===== config.mk =====
export PLATFORM = sky130hd
export DESIGN_NAME = pbus_burst_capture
export DESIGN_NICKNAME = d
export VERILOG_FILES = /design/src/rtl/pbus_burst_capture.sv
export SDC_FILE = /design/constraint.sdc
export NUM_CORES = 1
export LEC_CHECK = 0
export ABC_AREA = 1
export CAP_MARGIN = 20
export CORE_UTILIZATION = 50
export CTS_CLUSTER_SIZE = 8
export DETAILED_ROUTE_END_ITERATION = 7
export PLACE_DENSITY_LB_ADDON = 0.08
export SETUP_SLACK_MARGIN = 0.02
export SYNTH_ARGS = -nofsm -noshare
export SYNTH_HDL_FRONTEND = slang
export SYNTH_SLANG_ARGS = --single-unit
export TNS_END_PERCENT = 100

===== constraint.sdc =====
create_clock -name clk -period 7.4 [get_ports clk]
set_input_delay 0.74 -clock clk [delete_from_list [all_inputs] [get_ports clk]]
set_output_delay 0.74 -clock clk [all_outputs]
set_load 0.03 [all_outputs]

===== src/rtl/pbus_burst_capture.sv =====
// Parallel-bus burst capture: stores up to DEPTH strobed words per request
// and exposes them through a registered random-access read port.
module pbus_burst_capture #(
  parameter int unsigned DW    = 32,
  parameter int unsigned DEPTH = 16,
  parameter int unsigned LENW  = $clog2(DEPTH + 1),
  parameter int unsigned AW    = (DEPTH > 1) ? $clog2(DEPTH) : 1
) (
  input  logic            clk,
  input  logic            rst,
  input  logic            start,
  input  logic [LENW-1:0] len,
  input  logic            abort,
  input  logic [DW-1:0]   din,
  input  logic            din_stb,
  output logic            busy,
  output logic            done,
  output logic            err,
  output logic            aborted,
  output logic [LENW-1:0] count,
  output logic            dropped,
  input  logic [AW-1:0]   rd_addr,
  output logic [DW-1:0]   rd_data
);

  typedef enum logic [1:0] {
    S_IDLE    = 2'd0,
    S_CAPTURE = 2'd1,
    S_DONE    = 2'd2
  } state_t;

  state_t          state;
  state_t          state_nxt;
  logic [LENW-1:0] len_q;
  logic [LENW-1:0] len_nxt;
  logic [LENW-1:0] count_nxt;
  logic [LENW-1:0] cnt_inc;
  logic            dropped_nxt;
  logic            err_nxt;
  logic            aborted_nxt;
  logic            wr_en;
  logic            len_ok;
  logic            rd_in_range;

  logic [DW-1:0]   mem [DEPTH];

  assign cnt_inc = count + 1'b1;
  assign len_ok  = (len != '0) && (32'(len) <= DEPTH);

  // State register
  always_ff @(posedge clk) begin
    if (rst) state <= S_IDLE;
    else     state <= state_nxt;
  end

  // Next-state and next-output logic
  always_comb begin
    state_nxt   = state;
    len_nxt     = len_q;
    count_nxt   = count;
    dropped_nxt = dropped;
    err_nxt     = 1'b0;
    aborted_nxt = 1'b0;
    wr_en       = 1'b0;

    case (state)
      S_IDLE: begin
        if (start) begin
          if (len_ok) begin
            state_nxt   = S_CAPTURE;
            len_nxt     = len;
            count_nxt   = '0;
            dropped_nxt = 1'b0;
          end else begin
            err_nxt = 1'b1;
          end
        end
      end
      S_CAPTURE: begin
        // Abort wins over a coincident strobe: nothing is written.
        if (abort) begin
          state_nxt   = S_IDLE;
          aborted_nxt = 1'b1;
        end else if (din_stb) begin
          wr_en     = 1'b1;
          count_nxt = cnt_inc;
          if (cnt_inc == len_q) state_nxt = S_DONE;
        end
      end
      S_DONE: begin
        state_nxt = S_IDLE;
      end
      default: begin
        state_nxt = S_IDLE;
      end
    endcase

    // Applied after the start-clear so a strobe on the accepting cycle still sticks.
    if (din_stb && (state != S_CAPTURE)) dropped_nxt = 1'b1;
  end

  // Registered status outputs
  always_ff @(posedge clk) begin
    if (rst) begin
      busy    <= 1'b0;
      done    <= 1'b0;
      err     <= 1'b0;
      aborted <= 1'b0;
      count   <= '0;
      dropped <= 1'b0;
      len_q   <= '0;
    end else begin
      busy    <= (state_nxt == S_CAPTURE);
      done    <= (state_nxt == S_DONE);
      err     <= err_nxt;
      aborted <= aborted_nxt;
      count   <= count_nxt;
      dropped <= dropped_nxt;
      len_q   <= len_nxt;
    end
  end

  // Capture buffer; contents survive reset
  always_ff @(posedge clk) begin
    if (wr_en && !rst) mem[AW'(count)] <= din;
  end

  if ((1 << AW) > DEPTH) begin : g_oob
    assign rd_in_range = (32'(rd_addr) < DEPTH);
  end else begin : g_full
    assign rd_in_range = 1'b1;
  end

  // Read port: one-cycle latency, out-of-range addresses read as zero
  always_ff @(posedge clk) begin
    if (rst)              rd_data <= '0;
    else if (rd_in_range) rd_data <= mem[rd_addr];
    else                  rd_data <= '0;
  end

endmodule


==> metrics, run 1 <==
Rows=76; final WL=54.0 mm; Synth area leaders=edfxtp_1 (71%), nor2_1 (7.6%), dfxtp_1 (4.5%); post-synthesis adder-cell area fraction=0.230%; post-synthesis simple-gate area fraction=11.2%; Post-CTS Setup Bufs=0; cells along the critical path=clkdlybuf4s50_1 > nor2_1 > nand2_1 > nor2_1 > nand2_1 > nor2_4 > buf_4; setup repair after global routing missed its margin=false; area grow syn2layout=17.3%; worst setup path start=abort; vias in the first global route=13700; final setup fails=0; vias per cell=5.66; Post-Syn Nets=1761; total grt overflow=0; core area=43000 um^2; GPL Wtd Cong=0.778; Max Freq=0.352 GHz; # diodes=0; fin crit share=38.4%; skew final=0.0197 ns; clock share of power=46.5%; Starting Density=50.7%; pwr/cell area=286 nW/um^2; Sink Count=561; share of the synthesized area in the top cell type=70.6%; Detailed Place HPWL=26.7 mm; top cell type by total area after synthesis=edfxtp_1; flop-to-flop setup slack=4.70 ns; Most used DFF post-synth=edfxtp_1; Slowest-stage cell, CP=nor2_4; via count=13900; Clock Tree Root=clkbuf_16; NetSw=1.58 mW; sequential share of power=47.9%; Setup CP Type=input port to register; number of synthesized register bits=561; run status=completed; Tmin final=2.84 ns; cells after synthesis=1711; PortBufs=87; Tot GR Track Use=24.8%; worst path buffer plus inverter count=2; Seq/Total Area, Yosys=75.1%; XOR/XNOR share of the synthesized area=0%; required time worst endpoint=7.65 ns; Final nets=1847; Clk pin slew, worst setup/hold paths=0.05 ns; maximum root-to-sink buffer count=3; min-delay src=dropped; DIE AREA=44400 um^2; Post-Route Utilization=59.4%; Worst Hold Class=register to register; # IOs=88; combinational share of power=5.6%; most common cell in the netlist=edfxtp_1; post-CTS sizing=0; Die H=211 um; multiplexer area fraction after synthesis=0%; maxcap violations=0; Final ANT Viol Nets=0; critical path launch point type=input port; Residual DRC=0; Int Pwr=5.73 mW; final hold vios=0; CP peak stage delay=0.68 ns; Sw Ratio=21.6%; Lkg Pwr=8.29 nW; cts bufs inserted=80; global-route wire length before repair=82.0 mm; Hold Buf Count CTS=0; Post-Syn Area=21800 um^2; layout cell share with drive strength beyond 1=7.63%; top post-synthesis cells by count=edfxtp_1 (512), nor2_1 (442), o21ai_0 (157), nand3_1 (116), o21ai_1 (104); maximum vdd drop=184 uV; worst-margin pin slew=1.02 ns; CP endpoint kind=register; routed length per instance=22.1 um; largest family of logic cells by synthesized area=simple AND/OR/NAND/NOR gates; synth unique cells=21; DRT Pass-1 Iters=6; EDFF count, synth=512; chip width=211 um; Synth Area in Compound Gates=10.4%; fin. max-slew vios=0; share of flip-flops with an asynchronous set or reset=0%; initial antenna violation count=0; Final TNS setup=0 ns; Detailed Route Iter0 Violations=1208; later-pin clock latency in the skew report=0.60 ns; CTS tree=yes; critical path arrival=3.09 ns; pin count of the biggest net entering global routing=93; Post-Syn Area per Cell=12.7 um^2; number of synthesis warnings=0; cell family with most CP delay=simple AND/OR/NAND/NOR gates; CP max FO=17; Critical R2R Launch=state[1]; H-tree depth=3; Slew HR=31.7%
## power groups by stage
stage | Clock, mW | Combinational [mW] | Sequential, mW
floorplan | 0 | 0.213 | 3.59
global placement | 0 | 0.408 | 3.56
detailed placement | 0 | 0.412 | 3.56
CTS | 3.45 | 0.414 | 3.50
global route | 3.58 | 0.452 | 3.50
finish | 3.40 | 0.412 | 3.50
## final cells by class
cell class / instances / area [um^2]
inverter: 24 / 96.3
fill: 3501 / 17400
clock buffer: 142 / 2340
multi-input combinational: 1014 / 4870
tap: 585 / 732
sequential: 561 / 16400
clock inverter: 4 / 28.8
timing repair buffer: 116 / 1120
## routing by layer
layer  vias up  routed length [um]  global-route usage [%]
met4         0                1240                    8.52
met5         -                   0                       0
met3        83                2960                    3.46
li1       6415                   -                       -
met2       440               26300                    41.0
met1      6916               23500                    34.0
## final timing paths
| check | to | depth (start not counted) |
|---|---|---|
| min | dropped | 2 |
| max reg2reg | mem[4][8] | 8 |
| max | mem[4][8] | 7 |
| min reg2reg | dropped | 2 |
## state kept, by name, indices dropped and copies added (netlist names)
name,cells
mem,512
rd_data,32
count,5
len_q,5
state,2
aborted,1
busy,1
done,1
dropped,1
err,1
## cells in the final DEF, fill, tap and decap left out, types with 2 or more instances in the layout
| cell type | synthesis | layout |
|---|---|---|
| edfxtp_1 | 512 | 512 |
| nor2_1 | 442 | 429 |
| o21ai_0 | 157 | 157 |
| nand3_1 | 116 | 116 |
| o21ai_1 | 104 | 104 |
| o211ai_1 | 96 | 96 |
| clkbuf_16 | 0 | 85 |
| clkdlybuf4s50_1 | 0 | 82 |
| clkbuf_1 | 67 | 57 |
| dfxtp_1 | 49 | 49 |
| a21oi_1 | 46 | 46 |
| nand2_1 | 38 | 38 |
| buf_4 | 3 | 27 |
| inv_1 | 21 | 20 |
| nor2_4 | 0 | 13 |
| nand4_1 | 6 | 6 |
| ha_1 | 4 | 4 |
| nor3_2 | 0 | 3 |
| inv_6 | 0 | 3 |
| buf_2 | 19 | 3 |
| inv_2 | 3 | 2 |
| nor3b_1 | 2 | 2 |
| buf_12 | 0 | 2 |
## logic make-up after synthesis
group | after synthesis
compound gates | 403
fa+ha+maj | 4
simple gates | 607
flops | 561
buf+inv | 136
## stage by stage
step / total power [mW] / instances / cell area (um^2) / hold slack [ns] / setup WS (ns)
CTS: 7.36 / 2446 / 25500 / 0.469 / 4.53
floorplan: 3.80 / 1711 / 21800 / 0.444 / 3.48
detailed placement: 3.97 / 2300 / 23200 / 0.462 / 3.93
finish: 7.31 / 2446 / 25500 / 0.466 / 4.56
global placement: 3.97 / 2297 / 23100 / 0.453 / 3.85
global route: 7.53 / 2446 / 25500 / 0.504 / 4.31
## worst min-delay path: cells and delay by family (launching register included)
kind	cells	cell delay, ns
DFF	1	0.31
and+or+nand+nor	1	0.06
AOI/OAI and AO/OA	1	0.05
Note: power is estimated with default switching activity, not from simulation.
==> inputs of run 2 (changes only) <==
==> constraint.sdc (replaced) <==
create_clock -name clk -period 2.7 [get_ports clk]
set_input_delay 0.27 -clock clk [delete_from_list [all_inputs] [get_ports clk]]
set_output_delay 0.27 -clock clk [all_outputs]
set_load 0.03 [all_outputs]
==> metrics, run 2 (synthesis gave the netlist of run 1 again) <==
# IOs=88; met2 GRT Util=40.5%; Die H=211 um; combinational share of power=6.0%; GR Layer Usage met3=3.36%; later-pin clock latency in the skew report=0.61 ns; Final nets=1866; setup repair after global routing missed its margin=false; # diodes=0; GPL Wtd Cong=0.780; Setup Slack @ Placement=0.233 ns; CP endpoint kind=register; Final TNS setup=0 ns; hold endpoint=aborted; post-CTS sizing=0; skew final=0.0181 ns; Sw Ratio=22.0%; maximum vdd drop=554 uV; Tot GR Track Use=24.4%; worst-margin pin slew=0.751 ns; final WL=52.4 mm; Starting Density=50.7%; total grt overflow=0; run status=completed; fin crit share=81.1%; cts bufs inserted=80; busiest grt layer=met2; Reg with most FFs=mem; core area=43000 um^2; required time worst endpoint=2.96 ns; via count=13700; flop-to-flop setup slack=0.51 ns; highest-count cells in the layout ignoring fill and taps=edfxtp_1 (512), nor2_1 (429), o21ai_0 (157); H-tree depth=3; critical path launch point type=register; DIE AREA=44400 um^2; DRT Pass-1 Iters=7; pwr/cell area=767 nW/um^2; CP max FO=15; fin. max-slew vios=0; final setup fails=0; Hold Crit Depth=3; final setup margin=0.511 ns; maxcap violations=0; min-delay src=abort; Clock Tree Root=clkbuf_16; Int Pwr=15.6 mW; NetSw=4.39 mW; sequential share of power=48.0%; Residual DRC=0; global-route wire length before repair=81.1 mm; chip width=211 um; routed length per instance=21.2 um; Detailed Route Iter0 Violations=1207; Detailed Place HPWL=29.4 mm; initial antenna violation count=0; reg2reg end=mem[8][6]; Lkg Pwr=8.50 nW; most common cell after layout, fill and taps aside=edfxtp_1; vias in the first global route=13800; final hold vios=0; CTS tree=yes; Post-Route Utilization=60.5%; Hold Buf Count CTS=0; clock share of power=46.0%; worst reg-to-reg path cell count=8; PortBufs=87; Critical R2R Launch=state[1]; Slew HR=49.8%; Clk pin slew, worst setup/hold paths=0.05 ns; maximum root-to-sink buffer count=3; critical path arrival=2.45 ns; Largest register FFs=512; vias per cell=5.56; Tmin final=2.19 ns; Worst Hold Class=input port to register; Setup CP Type=register to register; Rows=76; Post-CTS Setup Bufs=0; Max Freq=0.457 GHz; pin count of the biggest net entering global routing=85; area grow syn2layout=19.4%; Largest regs=mem x512, rd_data x32; layout cell share with drive strength beyond 1=8.55%; met1 Use GR=32.4%; Final ANT Viol Nets=0; Sink Count=561
==> run 2: per-stage QoR <==
| step | area [um^2] | hold WS, ns | std cells | power, mW |
|---|---|---|---|---|
| after CTS | 26000 | 0.228 | 2467 | 20.1 |
| final | 26000 | 0.258 | 2467 | 20.0 |
| after global placement | 23700 | 0.456 | 2319 | 10.9 |
| after detailed placement | 23700 | 0.466 | 2319 | 10.9 |
| after global routing | 26000 | 0.259 | 2467 | 20.6 |
| after floorplan | 21800 | 0.369 | 1711 | 10.4 |
==> run 2: worst max path at each step <==
stage	from	endpoint	slack, ns
after global placement	abort	mem[14][18]	0.26
after floorplan	count[0]	mem[11][0]	-0.06
after CTS	count[2]	count[2]	0.49
after detailed placement	abort	mem[14][17]	0.23
after global routing	state[1]	mem[8][6]	0.38
final	state[1]	mem[8][6]	0.51
==> run 2: cell type report <==
| type | instances | area [um^2] |
|---|---|---|
| well taps | 585 | 732 |
| flip-flops and latches | 561 | 16400 |
| fillers | 3424 | 17000 |
| repair buffers | 135 | 1600 |
| inverters | 24 | 96.3 |
| multi-input cells | 1014 | 4890 |
| clock buffers | 141 | 2250 |
| clock inverters | 7 | 91.3 |
==> run 2: layer usage <==
layer / vias up / wire, um
met3: 94 / 2320
li1: 6471 / -
met1: 6773 / 22500
met4: 0 / 1760
met2: 386 / 25800
met5: - / 0
==> run 2: power groups by stage <==
stage	Clock, mW	Sequential (mW)	Combinational, mW
after detailed placement	0	9.75	1.20
after CTS	9.35	9.59	1.20
after floorplan	0	9.84	0.585
after global routing	9.71	9.58	1.31
final	9.17	9.59	1.19
after global placement	0	9.75	1.19
==> run 2: worst max-delay path: stages (launching register included) <==
cell and delay (ns):
dfxtp_1 0.31, inv_1 0.05, nand2_1 0.09, nor2_1 0.21, nand2_1 0.13, nor2_1 0.26, nand2_1 0.30, nor2_4 0.20
buf_4 0.29
